<file path="config.mk">
export PLATFORM = sky130hd
export DESIGN_NAME = demux_rr_param
export DESIGN_NICKNAME = d
export VERILOG_FILES = /design/src/rtl/demux_rr_param.sv
export SDC_FILE = /design/constraint.sdc
export NUM_CORES = 1
export LEC_CHECK = 0
export CAP_MARGIN = 0
export CORE_MARGIN = 2
export CORE_UTILIZATION = 45
export DETAILED_ROUTE_END_ITERATION = 16
export GPL_TIMING_DRIVEN = 0
export PLACE_DENSITY = 0.89
export SKIP_LAST_GASP = 1
export SLEW_MARGIN = 10
export SYNTH_ARGS = -nofsm -noshare
export SYNTH_HDL_FRONTEND = slang
export SYNTH_SLANG_ARGS = --single-unit
</file>
<file path="constraint.sdc">
create_clock -name clk -period 2.9 [get_ports clk]
set_input_delay 0.58 -clock clk [delete_from_list [all_inputs] [get_ports clk]]
set_output_delay 0.58 -clock clk [all_outputs]
set_load 0.005 [all_outputs]
</file>
<file path="src/rtl/demux_rr_param.sv">
// Parametrised lane demultiplexer: each input lane fans out round-robin or by direct select to RATIO registered output lanes.
// Optional per-output handshake counters (beat_cnt port) are compiled in when DEMUX_RR_STATS_EN is defined.
module demux_rr_param #(
    parameter int WIDTH = 8,
    parameter int IN_CH = 2,
    parameter int RATIO = 2,
    localparam int OUT_CH = IN_CH * RATIO,
    localparam int SELW = (RATIO > 1) ? $clog2(RATIO) : 1
) (
    input  logic                      clk,
    input  logic                      reset,
    input  logic                      mode,
    input  logic [IN_CH-1:0]          valid_in,
    input  logic [IN_CH*WIDTH-1:0]    data_in,
    input  logic [IN_CH*SELW-1:0]     sel_in,
    output logic [IN_CH-1:0]          ready_in,
    output logic [OUT_CH-1:0]         valid_out,
    output logic [OUT_CH*WIDTH-1:0]   data_out,
    input  logic [OUT_CH-1:0]         ready_out
`ifdef DEMUX_RR_STATS_EN
   ,output logic [OUT_CH*16-1:0]      beat_cnt
`endif
);

    for (genvar gi = 0; gi < IN_CH; gi++) begin : g_lane
        logic [SELW-1:0] ptr_q, ptr_d;
        logic [SELW-1:0] tgt;
        logic            rdy;
        logic            acc;

        assign tgt = mode ? sel_in[gi*SELW +: SELW] : ptr_q;

        // An out-of-range select matches no lane, so the beat is accepted and dropped.
        always_comb begin
            rdy = 1'b1;
            for (int k = 0; k < RATIO; k++) begin
                if (tgt == SELW'(k)) begin
                    rdy = !valid_out[gi*RATIO + k] || ready_out[gi*RATIO + k];
                end
            end
        end

        assign ready_in[gi] = rdy;
        assign acc          = valid_in[gi] && rdy;

        always_comb begin
            ptr_d = ptr_q;
            if (!mode && acc) begin
                ptr_d = (ptr_q == SELW'(RATIO - 1)) ? '0 : ptr_q + 1'b1;
            end
        end

        always_ff @(posedge clk or posedge reset) begin
            if (reset) begin
                ptr_q <= '0;
            end else begin
                ptr_q <= ptr_d;
            end
        end

        for (genvar gk = 0; gk < RATIO; gk++) begin : g_out
            localparam int J = gi * RATIO + gk;

            logic             ld;
            logic             vq, vd;
            logic [WIDTH-1:0] dq, dd;

            assign ld = acc && (tgt == SELW'(gk));

            // A load wins over a drain, giving one beat per cycle through a single stage.
            always_comb begin
                vd = vq;
                dd = dq;
                if (ld) begin
                    vd = 1'b1;
                    dd = data_in[gi*WIDTH +: WIDTH];
                end else if (vq && ready_out[J]) begin
                    vd = 1'b0;
                end
            end

            always_ff @(posedge clk or posedge reset) begin
                if (reset) begin
                    vq <= 1'b0;
                    dq <= '0;
                end else begin
                    vq <= vd;
                    dq <= dd;
                end
            end

            assign valid_out[J]                = vq;
            assign data_out[J*WIDTH +: WIDTH]  = dq;

`ifdef DEMUX_RR_STATS_EN
            logic [15:0] cnt_q, cnt_d;

            always_comb begin
                cnt_d = cnt_q;
                if (vq && ready_out[J] && (cnt_q != 16'hFFFF)) begin
                    cnt_d = cnt_q + 16'd1;
                end
            end

            always_ff @(posedge clk or posedge reset) begin
                if (reset) begin
                    cnt_q <= '0;
                end else begin
                    cnt_q <= cnt_d;
                end
            end

            assign beat_cnt[J*16 +: 16] = cnt_q;
`endif
        end
    end

endmodule

</file>
**Word level (Yosys, flattened, before mapping)**

Cells that the tools add are included.

- Output and inout bits: 38
- Register bits after elaboration: 38
- Bits of input ports: 27
- Logic and storage cells: 53

- Reduce and logical (&&, ||, !) cells: 25
- Multiplexer cells: 14
- Add/sub/neg operators: 2
- Bitwise logic cells: 2

Operators by type and width:

| operator | number |
|---|---|
| $mux 1 | 14 |
| $logic_and 1x1->1 | 12 |
| $reduce_bool 2->1 | 4 |
| $logic_not 1->1 | 5 |
| $logic_or 1x1->1 | 4 |
| $add 1x1->1 const B | 2 |
| $not 1->1 | 2 |

**Depth between registers and ports, before layout**

Gate-level depths: netlist (run 1).

- Word-level depth: 6
- Depth in mapped cells: 3

**Worst setup path after synthesis (run 1)**

OpenSTA, ideal clock, no wires.

- Path type: input-to-output
- From: input mode
- To: output ready_in[1]
- Required time: 2.320 ns
- Path slack: 0.979 ns
- Arrival time: 1.341 ns
- Cell stages on the path: 3
- Cells stage by stage: mux2i_1 mux2_2 buf_4

- Longest elaborated chain between the ends: 2

Ends and longest elaborated chain:

| element | RTL line | RTL |
|---|---|---|
| start, declared | 12 | `input logic mode,` |
| $mux 1 | 31 | `assign tgt = mode ? sel_in[gi*SELW +: SELW] : ptr_q;` |
| $mux 1 | 37 | `if (tgt == SELW'(k)) begin` |
| end, declared | 16 | `output logic [IN_CH-1:0] ready_in,` |

Every way passes these cells.

**Worst setup path in the final report (run 1)**

- From: input sel_in[1]
- To: output ready_in[1]

- Longest elaborated chain between the ends: 2

Ends and longest elaborated chain:

| element | RTL line | RTL |
|---|---|---|
| start, declared | 15 | `input logic [IN_CH*SELW-1:0] sel_in,` |
| $mux 1 | 31 |  |
| $mux 1 | 37 |  |

Every way passes these cells.

==> results.yml, run 1 <==
placed_design:
  placed_cells: 208
  gp_congestion: 0.7198
  detailed_place.area_mm2: 0.002238
  placement.setup.worst_slack_ps: -118.9
  portBuffers: 64
  place.detailed.hpwl_um: 2431
floorplanning:
  rows: 21
  dieHeight_um: 62.51
  fp.coreArea_mm2: 0.003311
  ports: 65
  die_w_um: 62.51
  fp.dieArea_mm2: 0.003907
  initial_utilization: 0.4652
finish:
  layout_common_cells: "63 x sky130_fd_sc_hd__clkdlybuf4s50_1, 38 x sky130_fd_sc_hd__dfrtp_1, 34 x sky130_fd_sc_hd__mux2_2"
  layout-area-overhead-vs-synth_pct: 50.37
  num_antenna_cells: 0
  layout-drive-gt1-share: 0.3256
  fin_cells: 218
  num-nets-final: 198
  fin_area_mm2: 0.002316
  layout.cells.most_common: "sky130_fd_sc_hd__clkdlybuf4s50_1"
  final_core_utilization: 0.6995
setup_path:
  timing.reg2reg.setup_slack_ps: 1440
  timing.critical_path.slowest_cell_delay_ps: 440
  crit_top_cell: "sky130_fd_sc_hd__clkdlybuf4s50_1"
  worst_ep_required_time_ps: 2320
  critPathArrivalTime_ps: 2120
  reg2reg_to: "g_lane[0].g_out[0].dq[4]$_DFFE_PP0P_"
  ff2ff_path_depth: 4
  crit_type: "in -> out"
  crit-reg2reg-launch: "g_lane[0].ptr_q$_DFFE_PP0P_"
  worstSetupEndpointType: "output pin"
  cells_along_the_critical_path: "clkdlybuf4s50_1 > mux2i_2 > mux2_2 > buf_4 > clkdlybuf4s50_1"
  setup.worst_path.start_class: "input port"
  cpMaxStageDelayCell: "sky130_fd_sc_hd__clkdlybuf4s50_1"
  timing.critical_path.fanout_max: 2
pwr:
  power.total_mw: 1.800
  leakage_nw: 0.9913
  power.density_mw_per_mm2: 777.3
  worst_ir_drop_vdd_mv: 0.4373
sta:
  timing_max_transition_violations_final: 0
  worst_slew_margin_rel: 0.4770
  post-route-worst-setup-slack_ps: 198.0
  setup_total_negative_slack_ps: 0
  layout_min_cycle_time_ps: 2702
  clock_skew_ps: 9.070
  fmaxAchievable_ghz: 0.3701
  worstMarginPinSlew_ps: 783.4
  report.final.setup_viol: 0
  rsz0062_at_grt: "no"
  whs_ps: 515.7
  timing.final.crit_share: 0.9317
  timing_hold_violations_final: 0
route:
  avgViaCountPerCell: 4.821
  drt_drc_violations_left: 0
  starting_drt_drc_count: 53
  post_drt_wl_per_cell_um: 15.25
  dr.pass1.iters: 4
  wl_met1_um: 1296
  met2RoutedLength_um: 1841
  met3_length_um: 111
  antenna_left: 0
  postRouteWirelength_um: 3324
  dr_total_vias: 1051
  highest_layer: "met4"
yosys:
  synth_seq_area_share: 0.6174
  postSynthRegisterBits: 38
  synth_area_mm2: 0.001540
  netlist_instances: 98
  ys.warnings.count: 0
  syn-num-nets: 125
  yosys.cell_types.count: 12
  synth.avg_cell_area_um2: 15.72
clocking:
  cts_sinks: 38
  cts-root-buf: "sky130_fd_sc_hd__clkbuf_4"
  clkSlewWorstSetupHoldPaths_ps: 100
  numCtsBuffers: 5
  clock_tree.htree_level_count: 2
  cts_tree: "done"
  cts_buffer_depth: 2
  worst_skew_pair.late_latency_ps: 330
job:
  drv.max_cap_violation_count: 0
global_route:
  grt_antenna_before_repair: 0
  grt_remaining_overflow: 0
  grt_pass1_wl_um: 5664
  pin_count_of_the_biggest_net_entering_global_routing: 39
  grt_util_all_layers: 0.1868
  grt_pass1_vias: 1165
hold_path:
  holdPathStages: 1
  timing.hold.worst.start: "g_lane[0].g_out[1].dq[2]$_DFFE_PP0P_"
  min_to: "g_lane[0].g_out[1].dq[2]$_DFFE_PP0P_"
  holdCritPathClass: "reg -> reg"
outcome:
  status: "finished, final reports clean"
## worst max-delay path, delay by kind of cell
family                 cells  cell delay [ps]
multiplexers               2              550
buffers and inverters      3              980
## Yosys cell counts, drive strengths merged
cell / instances / area (µm²)
a31oi: 2 / 12.51
a41oi: 2 / 17.52
buf: 6 / 45.04
dfrtp: 38 / 950.9
inv: 2 / 7.510
mux2: 34 / 382.9
mux2i: 2 / 23.77
nand2: 4 / 15.01
nand2b: 4 / 25.02
nand3: 2 / 20.02
nand3b: 2 / 40.04
## flip-flops by register name, summed over array words and instances (netlist names)
signal           cells
g_lane.g_out.dq     32
g_lane.g_out.vq      4
g_lane.ptr_q         2
## worst max-delay path by stage
stage / from / end / slack [ps] / cells past startpoint
2_1_floorplan: mode / ready_in[1] / 980 / 3
3_3_place_gp: mode / ready_in[1] / -70 / 5
3_5_place_dp: mode / ready_in[1] / -120 / 5
4_1_cts: sel_in[0] / ready_in[0] / 190 / 5
5_1_grt: sel_in[0] / ready_in[0] / 160 / 5
6_report: sel_in[1] / ready_in[1] / 200 / 5
## report_power, final
group	leakage, nW	switching, mW	internal (mW)	total, mW
Sequential	0.446	0.0977	0.709	0.807
Combinational	0.510	0.211	0.508	0.719
Clock	0.0353	0.157	0.118	0.274
Total	0.991	0.465	1.33	1.80
## cells by family (layout without fill, tap and decap cells)
family | after synthesis | after routing | synth area share
buf+inv | 8 | 82 | 0.03412
compound gates | 4 | 4 | 0.01950
flops | 38 | 38 | 0.6174
mux | 36 | 36 | 0.2640
simple gates | 12 | 12 | 0.06498
## final cells by class
cell class	instances	area (µm²)
clock inverter	1	5.005
multi-input combinational	52	540.5
inverter	2	7.507
fill	257	994.7
sequential	38	950.9
tap	46	57.56
buffer	6	45.04
clock buffer	7	55.05
timing repair buffer	66	654.4
## metal layers
layer,vias up,track usage
li1,488,-
met1,525,0.2114
met2,32,0.3333
met3,6,0.03964
met4,0,0.09167
met5,-,0
## what timing repair did
item	CTS	global route
gates resized for setup	2	0
hold buffers	0	0
buffers inserted	2	0
hold endpoints to repair	0	0
endpoints found under the setup margin	2	0
No activity file was read; power rests on OpenSTA's default activity.
==> run 2: changes to the inputs <==
--- a/config.mk
+++ b/config.mk
@@ -10,7 +10,7 @@
 export CORE_UTILIZATION = 45
 export DETAILED_ROUTE_END_ITERATION = 16
 export GPL_TIMING_DRIVEN = 0
-export PLACE_DENSITY = 0.89
+export PLACE_DENSITY = 0.9
 export SKIP_LAST_GASP = 1
 export SLEW_MARGIN = 10
 export SYNTH_ARGS = -nofsm -noshare
==> run 2 against run 1 <==
  * Maximum frequency up 0.16%
  * Sequential cell count unchanged
  * Clock power down 10%
  * Non-clock buffer count unchanged
  * Critical endpoint unchanged
  * Clock skew down 5.9 ps
  * Setup slack better by 4.4 ps
  * Final area down 0.49%
==> results.yml, run 2 (synthesis gave the netlist of run 1 again) <==
hold_path:
  holdCritPathClass: "reg -> reg"
route:
  met2RoutedLength_um: 1661
  postRouteWirelength_um: 3095
  highest_layer: "met4"
  post_drt_wl_per_cell_um: 14.26
  met3_length_um: 124
  wl_met1_um: 1249
  starting_drt_drc_count: 42
  drt_drc_violations_left: 0
  antenna_left: 0
  dr.pass1.iters: 4
  avgViaCountPerCell: 4.820
  dr_total_vias: 1046
placed_design:
  place.detailed.hpwl_um: 2376
  gp_congestion: 0.7214
  portBuffers: 64
setup_path:
  cells_along_the_critical_path: "clkdlybuf4s50_1 > mux2i_2 > mux2_2 > buf_4 > clkdlybuf4s50_1"
  worstSetupEndpointType: "output pin"
  timing.critical_path.slowest_cell_delay_ps: 430
  setup.worst_path.start_class: "input port"
  crit_top_cell: "sky130_fd_sc_hd__clkdlybuf4s50_1"
  critPathArrivalTime_ps: 2120
  worst_ep_required_time_ps: 2320
  timing.critical_path.fanout_max: 2
  crit_type: "in -> out"
  cp_num_buf_inv: 3
  cpMaxStageDelayCell: "sky130_fd_sc_hd__clkdlybuf4s50_1"
  worst_path_top_cell_family_by_delay: "buffers and inverters"
sta:
  worst_slew_margin_rel: 0.4903
  timing_hold_violations_final: 0
  layout_min_cycle_time_ps: 2698
  rsz0062_at_grt: "no"
  timing.final.crit_share: 0.9302
  clock_skew_ps: 3.133
  timing_max_transition_violations_final: 0
  worstMarginPinSlew_ps: 763.4
  setup_total_negative_slack_ps: 0
  fmaxAchievable_ghz: 0.3707
  report.final.setup_viol: 0
clocking:
  cts_buffer_depth: 2
  numCtsBuffers: 5
  cts-root-buf: "sky130_fd_sc_hd__clkbuf_4"
  clkSlewWorstSetupHoldPaths_ps: 100
  cts_tree: "done"
  worst_skew_pair.late_latency_ps: 330
  cts_sinks: 38
  clock_tree.htree_level_count: 2
global_route:
  pin_count_of_the_biggest_net_entering_global_routing: 39
  grt_util_all_layers: 0.1785
  grt_pass1_wl_um: 5388
  grt_remaining_overflow: 0
  grt_antenna_before_repair: 0
  grt_pass1_vias: 1101
job:
  drv.max_cap_violation_count: 0
pwr:
  power.total_mw: 1.765
  worst_ir_drop_vdd_mv: 0.5085
  leakage_nw: 0.9892
  power.density_mw_per_mm2: 766.0
finish:
  num_antenna_cells: 0
  largest_register_ff_count: 32
  layout_top_registers: "g_lane.g_out.dq x32, g_lane.g_out.vq x4, g_lane.ptr_q x2"
  layout_common_cells: "63 x sky130_fd_sc_hd__clkdlybuf4s50_1, 38 x sky130_fd_sc_hd__dfrtp_1, 34 x sky130_fd_sc_hd__mux2_2"
  layout-area-overhead-vs-synth_pct: 49.63
  layout.cells.most_common: "sky130_fd_sc_hd__clkdlybuf4s50_1"
  final_core_utilization: 0.6961
  registers.top_by_ff_count: "g_lane.g_out.dq"
  layout-drive-gt1-share: 0.3158
  num-nets-final: 198
floorplanning:
  die_w_um: 62.51
  initial_utilization: 0.4652
  fp.coreArea_mm2: 0.003311
  rows: 21
  dieHeight_um: 62.51
  ports: 65
  fp.dieArea_mm2: 0.003907
outcome:
  status: "finished, final reports clean"
run 2: timing repair:
| item | in CTS | in global routing |
|---|---|---|
| setup buffers | 2 | 0 |
| setup endpoints to repair | 2 | 2 |
| resized for setup | 1 | 1 |
| hold buffers | 0 | 0 |
| pin swaps | 0 | 0 |
run 2: routing by layer:
metal,up-vias,GRT usage
met3,8,0.03784
met4,0,0.08333
met1,523,0.2078
li1,486,-
met2,29,0.3145
met5,-,0
run 2: area by class of cell:
class / count / area, µm²
plain buffers: 6 / 45.04
clock buffers: 7 / 45.04
fillers: 250 / 1006
inverters: 2 / 7.507
multi-input cells: 52 / 540.5
flip-flops and latches: 38 / 950.9
well taps: 46 / 57.56
repair buffers: 66 / 658.1
run 2: report_power, final:
| group | switching [mW] | leakage [nW] | internal, mW |
|---|---|---|---|
| clock network | 0.154 | 0.0254 | 0.0915 |
| registers | 0.0925 | 0.446 | 0.709 |
| logic | 0.209 | 0.518 | 0.509 |
run 2: path summary, 6_finish.rpt:
| path | from | to | slack, ps | depth (start not counted) |
|---|---|---|---|---|
| hold reg to reg | g_lane[1].g_out[0].dq[5]$_DFFE_PP0P_ | g_lane[1].g_out[0].dq[5]$_DFFE_PP0P_ | 520 | 1 |
| min in group asynchronous | reset | g_lane[1].g_out[1].dq[5]$_DFFE_PP0P_ | 700 | 2 |
| setup reg to reg | g_lane[1].ptr_q$_DFFE_PP0P_ | g_lane[1].g_out[0].dq[0]$_DFFE_PP0P_ | 1450 | 4 |
| max in group asynchronous | reset | g_lane[0].g_out[1].dq[1]$_DFFE_PP0P_ | 1710 | 2 |
| setup / recovery | sel_in[1] | ready_in[1] | 200 | 5 |
| hold / removal | g_lane[1].g_out[0].dq[5]$_DFFE_PP0P_ | g_lane[1].g_out[0].dq[5]$_DFFE_PP0P_ | 520 | 1 |
run 2: metrics by stage:
step	instance area (µm²)	std cells	hold slack [ps]	setup WS, ps
6_report	2305	217	515.2	202.4
4_1_cts	2302	217	516.4	-6.194
5_1_grt	2305	217	528.7	171.5
3_3_place_gp	2238	208	487.0	-73.68
3_5_place_dp	2238	208	493.4	-84.54
2_1_floorplan	1540	98	470.0	979.0
